--- src/rtl/vga_sync_rx.sv ---
// VGA receive front end: measures line/frame periods, locks onto stable timing, emits active-area pixels.
// Optional sync polarity auto-detection is built when VGA_RX_POLARITY_DETECT_EN is defined.
module vga_sync_rx #(
  parameter int H_START  = 144,
  parameter int H_ACTIVE = 640,
  parameter int V_START  = 36,
  parameter int V_ACTIVE = 480
) (
  input  logic        VGA_CLK_IN,
  input  logic        reset,
  input  logic        hsync,
  input  logic        vsync,
  input  logic [7:0]  red,
  input  logic [7:0]  green,
  input  logic [7:0]  blue,
  output logic [9:0]  pixel_x,
  output logic [9:0]  pixel_y,
  output logic        pixel_valid,
  output logic [23:0] rgb_out,
  output logic        line_start,
  output logic        frame_start,
  output logic        locked,
  output logic [9:0]  h_total,
  output logic [9:0]  v_total
);

  localparam logic [9:0] H_LO    = 10'(H_START);
  localparam logic [9:0] H_HI    = 10'(H_START + H_ACTIVE);
  localparam logic [9:0] V_LO    = 10'(V_START);
  localparam logic [9:0] V_HI    = 10'(V_START + V_ACTIVE);
  localparam logic [9:0] CNT_MAX = 10'd1023;

  typedef enum logic [1:0] {ST_SEARCH, ST_TRACK, ST_LOCKED} state_t;
  state_t state;

  logic        hs_s, vs_s, hs_d, vs_d;
  logic        hs_c, vs_c, pol_flip;
  logic [23:0] rgb_s, rgb_d;
  logic [9:0]  h_cnt, v_cnt, ref_h, ref_v;
  logic        seen_edge, frame_pending;

  logic        hs_rise, vs_rise, frame_edge, timeout;
  logic [9:0]  h_meas, v_meas, h_new, v_new, h_cnt_nxt;
  logic        h_act, v_act, pix_ok;

  // Edge history holds the polarity-corrected syncs; rgb gets one extra stage to line up with h_cnt.
  always_ff @(posedge VGA_CLK_IN or negedge reset) begin
    if (!reset) begin
      hs_s  <= 1'b0;
      vs_s  <= 1'b0;
      hs_d  <= 1'b0;
      vs_d  <= 1'b0;
      rgb_s <= '0;
      rgb_d <= '0;
    end else begin
      hs_s  <= hsync;
      vs_s  <= vsync;
      hs_d  <= hs_c;
      vs_d  <= vs_c;
      rgb_s <= {red, green, blue};
      rgb_d <= rgb_s;
    end
  end

  assign hs_rise    = hs_c & ~hs_d;
  assign vs_rise    = vs_c & ~vs_d;
  assign frame_edge = hs_rise & (frame_pending | vs_rise);
  assign h_meas     = h_cnt + 10'd1;
  assign v_meas     = v_cnt + 10'd1;
  assign h_new      = (hs_rise && seen_edge) ? h_meas : h_total;
  assign v_new      = frame_edge ? v_meas : v_total;
  assign h_cnt_nxt  = hs_rise ? '0 : ((h_cnt == CNT_MAX) ? CNT_MAX : h_meas);
  assign timeout    = (h_cnt_nxt == CNT_MAX);

`ifdef VGA_RX_POLARITY_DETECT_EN
  logic       hs_inv, vs_inv, hs_pol_new, vs_pol_new;
  logic [9:0] hs_hi, vs_hi;

  assign hs_c       = hs_s ^ hs_inv;
  assign vs_c       = vs_s ^ vs_inv;
  // A sync that is high for more than half its period is really an active-low pulse.
  assign hs_pol_new = hs_hi > (h_meas >> 1);
  assign vs_pol_new = vs_hi > (v_meas >> 1);
  assign pol_flip   = (hs_rise & seen_edge & (hs_pol_new != hs_inv)) |
                      (frame_edge & (vs_pol_new != vs_inv));

  always_ff @(posedge VGA_CLK_IN or negedge reset) begin
    if (!reset) begin
      hs_inv <= 1'b0;
      vs_inv <= 1'b0;
      hs_hi  <= '0;
      vs_hi  <= '0;
    end else begin
      if (hs_rise)
        hs_hi <= {9'd0, hs_s};
      else if (hs_hi != CNT_MAX)
        hs_hi <= hs_hi + {9'd0, hs_s};
      if (hs_rise && seen_edge)
        hs_inv <= hs_pol_new;
      if (frame_edge) begin
        vs_hi  <= {9'd0, vs_s};
        vs_inv <= vs_pol_new;
      end else if (hs_rise && vs_hi != CNT_MAX) begin
        vs_hi <= vs_hi + {9'd0, vs_s};
      end
    end
  end
`else
  assign hs_c     = hs_s;
  assign vs_c     = vs_s;
  assign pol_flip = 1'b0;
`endif

  always_ff @(posedge VGA_CLK_IN or negedge reset) begin
    if (!reset) begin
      h_cnt         <= '0;
      v_cnt         <= '0;
      seen_edge     <= 1'b0;
      frame_pending <= 1'b0;
      h_total       <= '0;
      v_total       <= '0;
      line_start    <= 1'b0;
      frame_start   <= 1'b0;
    end else begin
      h_cnt       <= h_cnt_nxt;
      line_start  <= hs_rise;
      frame_start <= frame_edge;
      h_total     <= h_new;
      v_total     <= v_new;
      if (hs_rise)
        seen_edge <= 1'b1;
      if (frame_edge) begin
        v_cnt         <= '0;
        frame_pending <= 1'b0;
      end else begin
        if (hs_rise && v_cnt != CNT_MAX)
          v_cnt <= v_meas;
        if (vs_rise)
          frame_pending <= 1'b1;
      end
    end
  end

  // Lock decisions use the values being written to h_total/v_total this cycle.
  always_ff @(posedge VGA_CLK_IN or negedge reset) begin
    if (!reset) begin
      state  <= ST_SEARCH;
      locked <= 1'b0;
      ref_h  <= '0;
      ref_v  <= '0;
    end else begin
      case (state)
        ST_SEARCH: begin
          if (frame_edge) begin
            ref_h <= h_new;
            ref_v <= v_new;
            state <= ST_TRACK;
          end
        end
        ST_TRACK: begin
          if (frame_edge) begin
            if (h_new == ref_h && v_new == ref_v) begin
              state  <= ST_LOCKED;
              locked <= 1'b1;
            end else begin
              ref_h <= h_new;
              ref_v <= v_new;
            end
          end
        end
        ST_LOCKED: begin
          if ((hs_rise && h_new != ref_h) || (frame_edge && v_new != ref_v) ||
              timeout || pol_flip) begin
            state  <= ST_SEARCH;
            locked <= 1'b0;
          end
        end
        default: begin
          state  <= ST_SEARCH;
          locked <= 1'b0;
        end
      endcase
    end
  end

  assign h_act  = (h_cnt >= H_LO) && (h_cnt < H_HI);
  assign v_act  = (v_cnt >= V_LO) && (v_cnt < V_HI);
  assign pix_ok = locked & h_act & v_act;

  always_ff @(posedge VGA_CLK_IN or negedge reset) begin
    if (!reset) begin
      pixel_valid <= 1'b0;
      pixel_x     <= '0;
      pixel_y     <= '0;
      rgb_out     <= '0;
    end else begin
      pixel_valid <= pix_ok;
      pixel_x     <= pix_ok ? (h_cnt - H_LO) : '0;
      pixel_y     <= pix_ok ? (v_cnt - V_LO) : '0;
      rgb_out     <= rgb_d;
    end
  end

endmodule

--- config.mk ---
export PLATFORM = sky130hd
export DESIGN_NAME = vga_sync_rx
export DESIGN_NICKNAME = d
export VERILOG_FILES = /design/src/rtl/vga_sync_rx.sv
export SDC_FILE = /design/constraint.sdc
export NUM_CORES = 1
export LEC_CHECK = 0
export ABC_AREA = 1
export BUFFER_PORTS_ARGS = -buffer_cell sky130_fd_sc_hd__buf_4
export CORE_MARGIN = 8
export CORE_UTILIZATION = 60
export DETAILED_ROUTE_END_ITERATION = 7
export PLACE_DENSITY = 0.83
export SETUP_SLACK_MARGIN = 0.15
export SYNTH_ARGS = -nofsm -noshare
export SYNTH_HDL_FRONTEND = slang
export SYNTH_SLANG_ARGS = --single-unit
--- constraint.sdc ---
create_clock -name VGA_CLK_IN -period 3.46 [get_ports VGA_CLK_IN]
set_input_delay 0.692 -clock VGA_CLK_IN [delete_from_list [all_inputs] [get_ports VGA_CLK_IN]]
set_output_delay 0.692 -clock VGA_CLK_IN [all_outputs]
set_load 0.05 [all_outputs]
==> results of run 1 <==
## logic make-up after synthesis
logic type | Yosys count | synth area share
compound gates | 49 | 0.04046
fa+ha+maj | 10 | 0.01908
simple gates | 365 | 0.2508
buf+inv | 82 | 0.05439
flops | 164 | 0.6260
xor+xnor | 7 | 0.009351
## layer usage
layer  wire length (um)  vias up
met5                  0        -
met3                964       25
met4                268        0
li1                   -     2365
met2               7287      185
met1               6036     2411
## cells in the final DEF, fill, tap and decap left out
cell type / n
clkinv_4: 5
o21ai_2: 1
a31oi_1: 1
nand3_4: 1
nor2_4: 6
nor2_1: 35
nor2_2: 5
o21bai_1: 1
bufinv_16: 1
clkbuf_16: 16
clkinv_1: 2
o31ai_1: 1
nor3_1: 4
inv_8: 2
dfrtp_1: 164
o21ai_0: 17
inv_6: 4
clkinv_2: 2
o21ai_1: 3
nand3_1: 92
ha_1: 10
nand2_1: 197
nand3b_1: 4
inv_2: 4
or2_0: 1
nand4_1: 5
clkbuf_8: 2
o22ai_1: 8
or2_2: 5
buf_6: 1
xnor2_1: 1
nand2_2: 7
nand2_4: 3
buf_4: 97
a21oi_1: 17
inv_1: 61
xor2_1: 6
buf_12: 1
## worst max-delay path by stage
stage | endpoint | slack, ns | depth (start not counted)
global route | ref_v[5] | 0.44 | 17
finish | ref_v[5] | 0.71 | 17
floorplan | ref_v[0] | 1.34 | 17
global placement | ref_v[0] | 0.87 | 13
CTS | ref_v[5] | 0.73 | 17
detailed placement | ref_v[5] | 0.76 | 17
## power by group
part	internal, W	switching [W]	leakage, nW
sequential	0.00210	0.000157	2.07
combinational	0.000334	0.000725	1.79
clock	0.000996	0.000803	0.284
## area by class of cell
cell class | instances | area (um^2)
sequential | 164 | 4104
fill | 754 | 2790
multi-input combinational | 431 | 2096
timing repair buffer | 99 | 759.5
clock buffer | 18 | 427.9
inverter | 67 | 251.5
tap | 140 | 175.2
clock inverter | 14 | 141.4
## worst max-delay path: stages, from the launching register on
cell and delay, ns:
dfrtp_1 0.46, ha_1 0.33, nand2_2 0.13, nor2_2 0.15
nand2_1 0.07, nand2_1 0.08, nand3_1 0.16, nand2_2 0.13
nand2_1 0.06, nand2_1 0.07, nand2_1 0.06, nor2_2 0.11
inv_2 0.06, nor2_4 0.13, nand3_4 0.19, nand2_4 0.29
nand2_1 0.09, o21ai_0 0.08
## stage by stage
stage | instances | power [W]
finish | 933 | 0.005116
global route | 933 | 0.005358
CTS | 933 | 0.005141
detailed placement | 901 | 0.003340
global placement | 901 | 0.003301
floorplan | 677 | 0.002999
## Yosys cell counts (2+ instances only)
cell / number / area, um^2
a21oi_1: 17 / 85.08
buf_2: 3 / 15.01
buf_4: 6 / 45.04
buf_6: 3 / 33.78
clkbuf_1: 3 / 11.26
clkinv_1: 2 / 7.510
dfrtp_1: 164 / 4104
ha_1: 10 / 125.1
inv_1: 61 / 229.0
inv_2: 4 / 15.01
nand2_1: 197 / 739.5
nand2_2: 7 / 43.79
nand2_4: 3 / 33.78
nand3_1: 92 / 460.4
nand3b_1: 4 / 30.03
nand4_1: 5 / 31.28
nor2_1: 35 / 131.4
nor2_2: 5 / 31.28
nor2_4: 6 / 67.56
nor3_1: 4 / 20.02
o21ai_0: 17 / 85.08
o21ai_1: 3 / 15.01
o22ai_1: 8 / 50.05
or2_2: 5 / 31.28
xor2_1: 6 / 52.55
==> flow_summary.ini, run 1 <==
[status]
status = complete, no violations

[route]
wl_mm = 14.56
first_pass_iters = 5
routedWlPerCell_um = 15.60
vias = 4986
drt_iter0_markers = 435
drc = 0
ant_nets = 0
vias_per_cell = 5.344

[cts]
postCtsHoldBufs = 0
tritoncts = built
clock_sinks = 164
cts_made_buffers = 17
clock_path_buffers = 2
cts_root_buf = clkbuf_8
clk_latency_ns = 0.52
cts-htree-levels = 4
cts_setup_buffers = 0
cts_resized = 0
clk_pin_slew_ns = 0.07

[critical_path]
startpoint = v_cnt[0]
end_kind = flip-flop
r2r_cells = 17
worstPathRequired_ns = 3.90
start_kind = flip-flop
r2r_slack_ns = 0.71
crit_fanout = 27
arrival_ns = 3.19
reg2reg_from = v_cnt[0]
regToRegEndpoint = ref_v[5]
path_class = reg -> reg

[floorplanning]
initial_utilization = 0.6102
die-area_mm2 = 0.01453
die_x_um = 120.5
dieHeight_um = 120.5
fp-row-count = 38
core_mm2 = 0.01075
ioPinCount = 96

[global_routing]
met1_usage = 0.2625
grt_usage = 0.2107
antenna_found_initial = 0
grtUsageMet2 = 0.3463
grt_use_met3 = 0.05688
grt_pass1_vias = 4983
grt-ovfl-total = 0
grt_busiest_layer = met2
grt_pass1_wl_mm = 24.28
grt_max_degree = 71

[synth]
yosys_register_bits = 164
synth_edf_count = 0
synthFlopType = dfrtp_1
synth_area_mm2 = 0.006556
synth_seq_area_share = 0.6260
yosysWarnings = 0
syn_nets = 715
syn_inst = 677
avgSynthCellArea_um2 = 9.684
synthArstFlopShare = 1.000
yosysUniqueCellTypes = 32

[sta]
fmax_mhz = 363.3
fin_ws_ns = 0.7071
grt_setup_unrepaired = false
fin_skew_ns = 0.007905
hold_slack_ns = 0.1458
final-max-slew-violation-count = 0
hold_viol = 0
worst_pin_slew_ns = 0.6028
timing.slew.headroom = 0.5981
finalSetupViolCount = 0
fin_crit_ns = 2.753
post-route-period-util = 0.7956
fin_setup_tns_ns = 0

[placement]
port_buffers = 95
place_ws_ns = 0.7621
dpl.hpwl_mm = 10.25
dpl_cell_area_mm2 = 0.007386
gp_congestion = 0.9297

[job]
max-cap-violations = 0

[power]
ir_worst_vdd_mv = 0.4760
leakagePower_nw = 4.152
p_per_area_mw_per_mm2 = 643.1

[finish]
fin_nets = 818
utilization = 0.7403
syn_to_final_growth_pct = 21.34
reg_top3 = rgb_d x24, rgb_out x24, rgb_s x24
antennaDiodeCount = 0
postLayoutCellArea_mm2 = 0.007955
drive_above_1_share = 0.2055

[worst_hold_path]
worst_hold_path_type = in -> async
(Power assumes the default switching activity.)
==> run 2: changes to the inputs <==
CORE_UTILIZATION = 57   (was 60)
PLACE_DENSITY = 0.8   (was 0.83)
clock period = 2.7 ns   (was 3.46 ns; I/O delays follow)
==> flow_summary.ini, run 2 (synthesis gave the netlist of run 1 again) <==
[critical_path]
path_buf_inv = 1
path_cells = ha_2 > nand2_1 > nor2_4 > nand3_1 > nand3_2 > nand2_2 > nand2_1 > nand2_1 > nor2_2 > nand3_2 > nor2_4 > nand3_4 > buf_4 > nand3_1 > nand2_1
critical_path_cell_count = 15
slowest_stage = dfrtp_1
worstPathRequired_ns = 3.02
r2r_cells = 15
cp_top_family = simple AND/OR/NAND/NOR gates
end_kind = flip-flop
max_stage_delay_ns = 0.39
start_kind = flip-flop
path_class = reg -> reg
crit_top_cell = nand2_1
crit_fanout = 7
arrival_ns = 2.74

[finish]
fin_nets = 838
reg_top3 = rgb_d x24, rgb_out x24, rgb_s x24
final_common_cell = nand2_1
syn_to_final_growth_pct = 26.34
most-common-layout-cells = nand2_1, dfrtp_1, buf_4, nand3_1, inv_1
fillers = 801
antennaDiodeCount = 0
drive_above_1_share = 0.2485
register_area_mm2 = 0.004108
multi_input_area_mm2 = 0.002207
layout.cells.non_filler = 956

[power]
p_per_area_mw_per_mm2 = 840.7
ir_worst_vdd_mv = 0.7048
p_total_w = 0.006963
leakagePower_nw = 4.267

[floorplanning]
die_x_um = 123.3
initial_utilization = 0.5791
dieHeight_um = 123.3
core_mm2 = 0.01132
ioPinCount = 96
die-area_mm2 = 0.01519
fp-row-count = 39

[cts]
clk_pin_slew_ns = 0.06
cts-htree-levels = 4
clk_latency_ns = 0.43
tritoncts = built
cts_root_buf = clkbuf_16
cts_made_buffers = 17
clock_path_buffers = 2
clock_sinks = 164

[sta]
grt_setup_unrepaired = true
worst_pin_slew_ns = 0.7681
final-max-slew-violation-count = 0
finalSetupViolCount = 0
fin_setup_tns_ns = 0
fin_skew_ns = 0.01016
post-route-period-util = 0.8969
fmax_mhz = 412.9
timing.slew.headroom = 0.4879
hold_viol = 0
fin_crit_ns = 2.422

[worst_hold_path]
worst_hold_path_type = in -> async

[route]
routedWlPerCell_um = 15.52
vias = 4995
vias_per_cell = 5.225
first_pass_iters = 5
ant_nets = 0
wl_mm = 14.84
drc = 0
drt_iter0_markers = 487

[status]
status = complete, no violations

[global_routing]
antenna_found_initial = 0
grt-ovfl-total = 0
grt_usage = 0.2013
grt_max_degree = 84
grt_pass1_wl_mm = 23.56
grt_pass1_vias = 4850

[placement]
dpl.hpwl_mm = 10.36
dp_cells = 914
port_buffers = 95
gp_congestion = 0.8962

[job]
max-cap-violations = 0
==> run 2: routing by layer <==
metal / track usage / wire, um
met5: 0 / 0
met4: 0.08503 / 199
met3: 0.05342 / 1000
met2: 0.3136 / 7213
met1: 0.2629 / 6421
==> run 2: path summary, 6_finish.rpt <==
path / to / slack, ns / start
min reg2reg: rgb_out[17] / 0.35 / rgb_d[17]
min in group VGA_CLK_IN: rgb_s[12] / 0.22 / green[4]
max reg2reg: ref_h[8] / 0.28 / h_cnt[1]
max in group asynchronous: rgb_s[10] / 1.79 / reset
min: rgb_s[21] / 0.13 / reset
max: ref_h[8] / 0.28 / h_cnt[1]
==> run 2: repair_timing <==
item                       4_1_cts  5_1_grt
resized for setup                1       24
buffers inserted                 0        8
gates cloned                     0        2
setup endpoints to repair       15       23
pin swaps                        0        5
hold buffers                     0        0
==> run 2: power by group <==
part           switching (W)  internal (W)  total, W  leakage (nW)
clock               0.000982       0.00158   0.00257         0.309
combinational       0.000998      0.000520   0.00152          1.89
sequential          0.000184       0.00270   0.00288          2.07
total                0.00216       0.00480   0.00696          4.27
==> run 2: final cells by class <==
class | instances | area share
repair buffers | 117 | 0.1085
clock inverters | 14 | 0.02417
inverters | 67 | 0.03036
clock buffers | 18 | 0.05302
flip-flops and latches | 164 | 0.4959
multi-input cells | 433 | 0.2665
well taps | 143 | 0.02160
==> run 2: worst register-to-register path, delay by kind of cell (launching register included) <==
family	cells	cell delay, ns
adder cells (fa/ha/maj)	1	0.23
buffers and inverters	1	0.21
flip-flops	1	0.39
AND/OR/NAND/NOR	13	1.49
==> run 2: per-stage QoR <==
step                setup WS (ns)  area (um^2)    util  hold WS, ns
floorplan                  0.5823         6556       -       0.2444
global placement           0.1889         7465  0.6594       0.3313
detailed placement         0.1071         7465  0.6594       0.3347
CTS                        0.1564         8113  0.7166       0.1827
global route              0.09323         8283  0.7317       0.1996
finish                     0.2784         8283  0.7317       0.1256
==> run 3: changes to the inputs <==
PLACE_DENSITY = 0.87   (was 0.8)
==> flow_summary.ini, run 3 (synthesis gave the netlist of run 1 again) <==
[power]
comb_power_share = 0.214
seqPwrFrac = 0.429
p_int_w = 0.004587
leakagePower_nw = 4.207
switchingPower_w = 0.002165
pwr-share-clk = 0.357
p_per_area_mw_per_mm2 = 828.0
p_sw_frac = 0.3207
ir_worst_vdd_mv = 0.6371

[cts]
cts-htree-levels = 4
clock_sinks = 164
clock_path_buffers = 2
clk_pin_slew_ns = 0.06
cts_root_buf = clkbuf_16
tritoncts = built
clk_latency_ns = 0.42
cts_made_buffers = 17
postCtsHoldBufs = 0

[sta]
post-route-period-util = 0.8833
hold_viol = 0
final-max-slew-violation-count = 0
timing.slew.headroom = 0.6393
fin_ws_ns = 0.3151
grt_setup_unrepaired = false
finalSetupViolCount = 0
fin_crit_ns = 2.385
fin_skew_ns = 0.008064
fin_setup_tns_ns = 0
worst_pin_slew_ns = 0.5411
fmax_mhz = 419.3

[critical_path]
startpoint = h_cnt[0]
slowest_stage = dfrtp_1
arrival_ns = 2.70
start_kind = flip-flop
max_stage_delay_ns = 0.36
worstPathRequired_ns = 3.01
crit_top_cell = nand2_1
end_kind = flip-flop
path_cells = buf_4 > inv_2 > ha_1 > inv_1 > o21ai_2 > nand2_1 > nand2_1 > nand2_1 > nor2_1 > nand3_1 > nor2_2 > nand3_4 > buf_4 > nand3_1 > nand2_1
reg2reg_from = h_cnt[0]
crit_fanout = 13
path_class = reg -> reg
r2r_cells = 15

[finish]
reg_top3 = rgb_d x24, rgb_out x24, rgb_s x24
fillers = 818
syn_to_final_growth_pct = 24.39
drive_above_1_share = 0.2392
register_area_mm2 = 0.004111
antennaDiodeCount = 0
utilization = 0.7204
layout.cells.non_filler = 950
most-common-layout-cells = nand2_1, dfrtp_1, buf_4, nand3_1, inv_1
fin_nets = 832
final_common_cell = nand2_1
multi_input_area_mm2 = 0.002148

[placement]
dpl.hpwl_mm = 10.11
dp_cells = 915
place_ws_ns = 0.1468
gp_congestion = 0.8788
port_buffers = 95

[route]
route.met2.wl_mm = 7.461
vias = 5042
vias_per_cell = 5.307
ant_nets = 0
drt_iter0_markers = 315
drc = 0
highest_layer = met4
wl_mm = 14.98
wl_met3_mm = 1.253
wirelength_met1_mm = 5.957
first_pass_iters = 5
routedWlPerCell_um = 15.77

[status]
status = complete, no violations

[worst_hold_path]
worst_hold_path_type = in -> async

[floorplanning]
fp-row-count = 39
core_mm2 = 0.01132
initial_utilization = 0.5791
ioPinCount = 96
die-area_mm2 = 0.01519
die_x_um = 123.3
dieHeight_um = 123.3

[global_routing]
grt_max_degree = 59
grt-ovfl-total = 0
grt_pass1_vias = 4972
antenna_found_initial = 0
grt_usage = 0.2087
grt_pass1_wl_mm = 24.32

[job]
max-cap-violations = 0
[run 3: changes by cell type in the layout (fill, tap and decap cells not counted), sizes merged]
cell      previous run  this run
clkinv               7         4
clkbuf              18        20
nor2                47        46
buf                117       113
inv                 68        70
clkinvlp             2         3
bufinv               4         2
nand2              208       207
[run 3: metal layers]
metal | vias to the layer above | track usage
met5 | - | 0
met4 | 0 | 0.09782
met3 | 32 | 0.06119
met2 | 199 | 0.3396
met1 | 2419 | 0.2525
li1 | 2392 | -
[run 3: timing repair]
action                                  CTS  global route
resized for setup                         1            19
endpoints found under the setup margin    7            23
buffers inserted                          0             3
[run 3: path summary, 6_finish.rpt]
kind | to | slack [ns]
worst max-delay path | ref_h[7] | 0.32
worst min-delay path | rgb_out[9] | 0.07
worst max register to register | ref_h[7] | 0.32
worst min register to register | rgb_out[1] | 0.34
max in group asynchronous | h_cnt[2] | 1.81
min in group VGA_CLK_IN | rgb_s[20] | 0.22
[run 3: worst max-delay path: cells and delay by family (launching register included)]
family          cells  cell delay, ns
compound gates      1            0.19
fa+ha+maj           1            0.33
buf+inv             4            0.52
flops               1            0.36
simple gates        9            0.87
[run 3: final cells by class]
class                           count  share of cell area
Clock buffer                       20             0.05600
Clock inverter                     12             0.01764
Inverter                           67             0.03084
Multi-Input combinational cell    431              0.2634
Sequential cell                   164              0.5041
Tap cell                          143             0.02194
Timing Repair Buffer              113              0.1060
[run 3: power by group through the flow]
stage	logic, W	clock network, W	registers, W
floorplan	0.000694	0	0.00315
global placement	0.00133	0	0.00292
detailed placement	0.00137	0	0.00293
CTS	0.00139	0.00246	0.00290
global route	0.00158	0.00256	0.00292
finish	0.00144	0.00241	0.00290
[run 3: stage by stage]
stage	power, W	instance area [um^2]	hold WS [ns]
3_3_place_gp	0.004248	7472	0.3315
3_5_place_dp	0.004298	7472	0.3347
6_report	0.006753	8155	0.07434
4_1_cts	0.006750	8075	0.08029
2_1_floorplan	0.003843	6556	0.2444
5_1_grt	0.007058	8155	0.1077
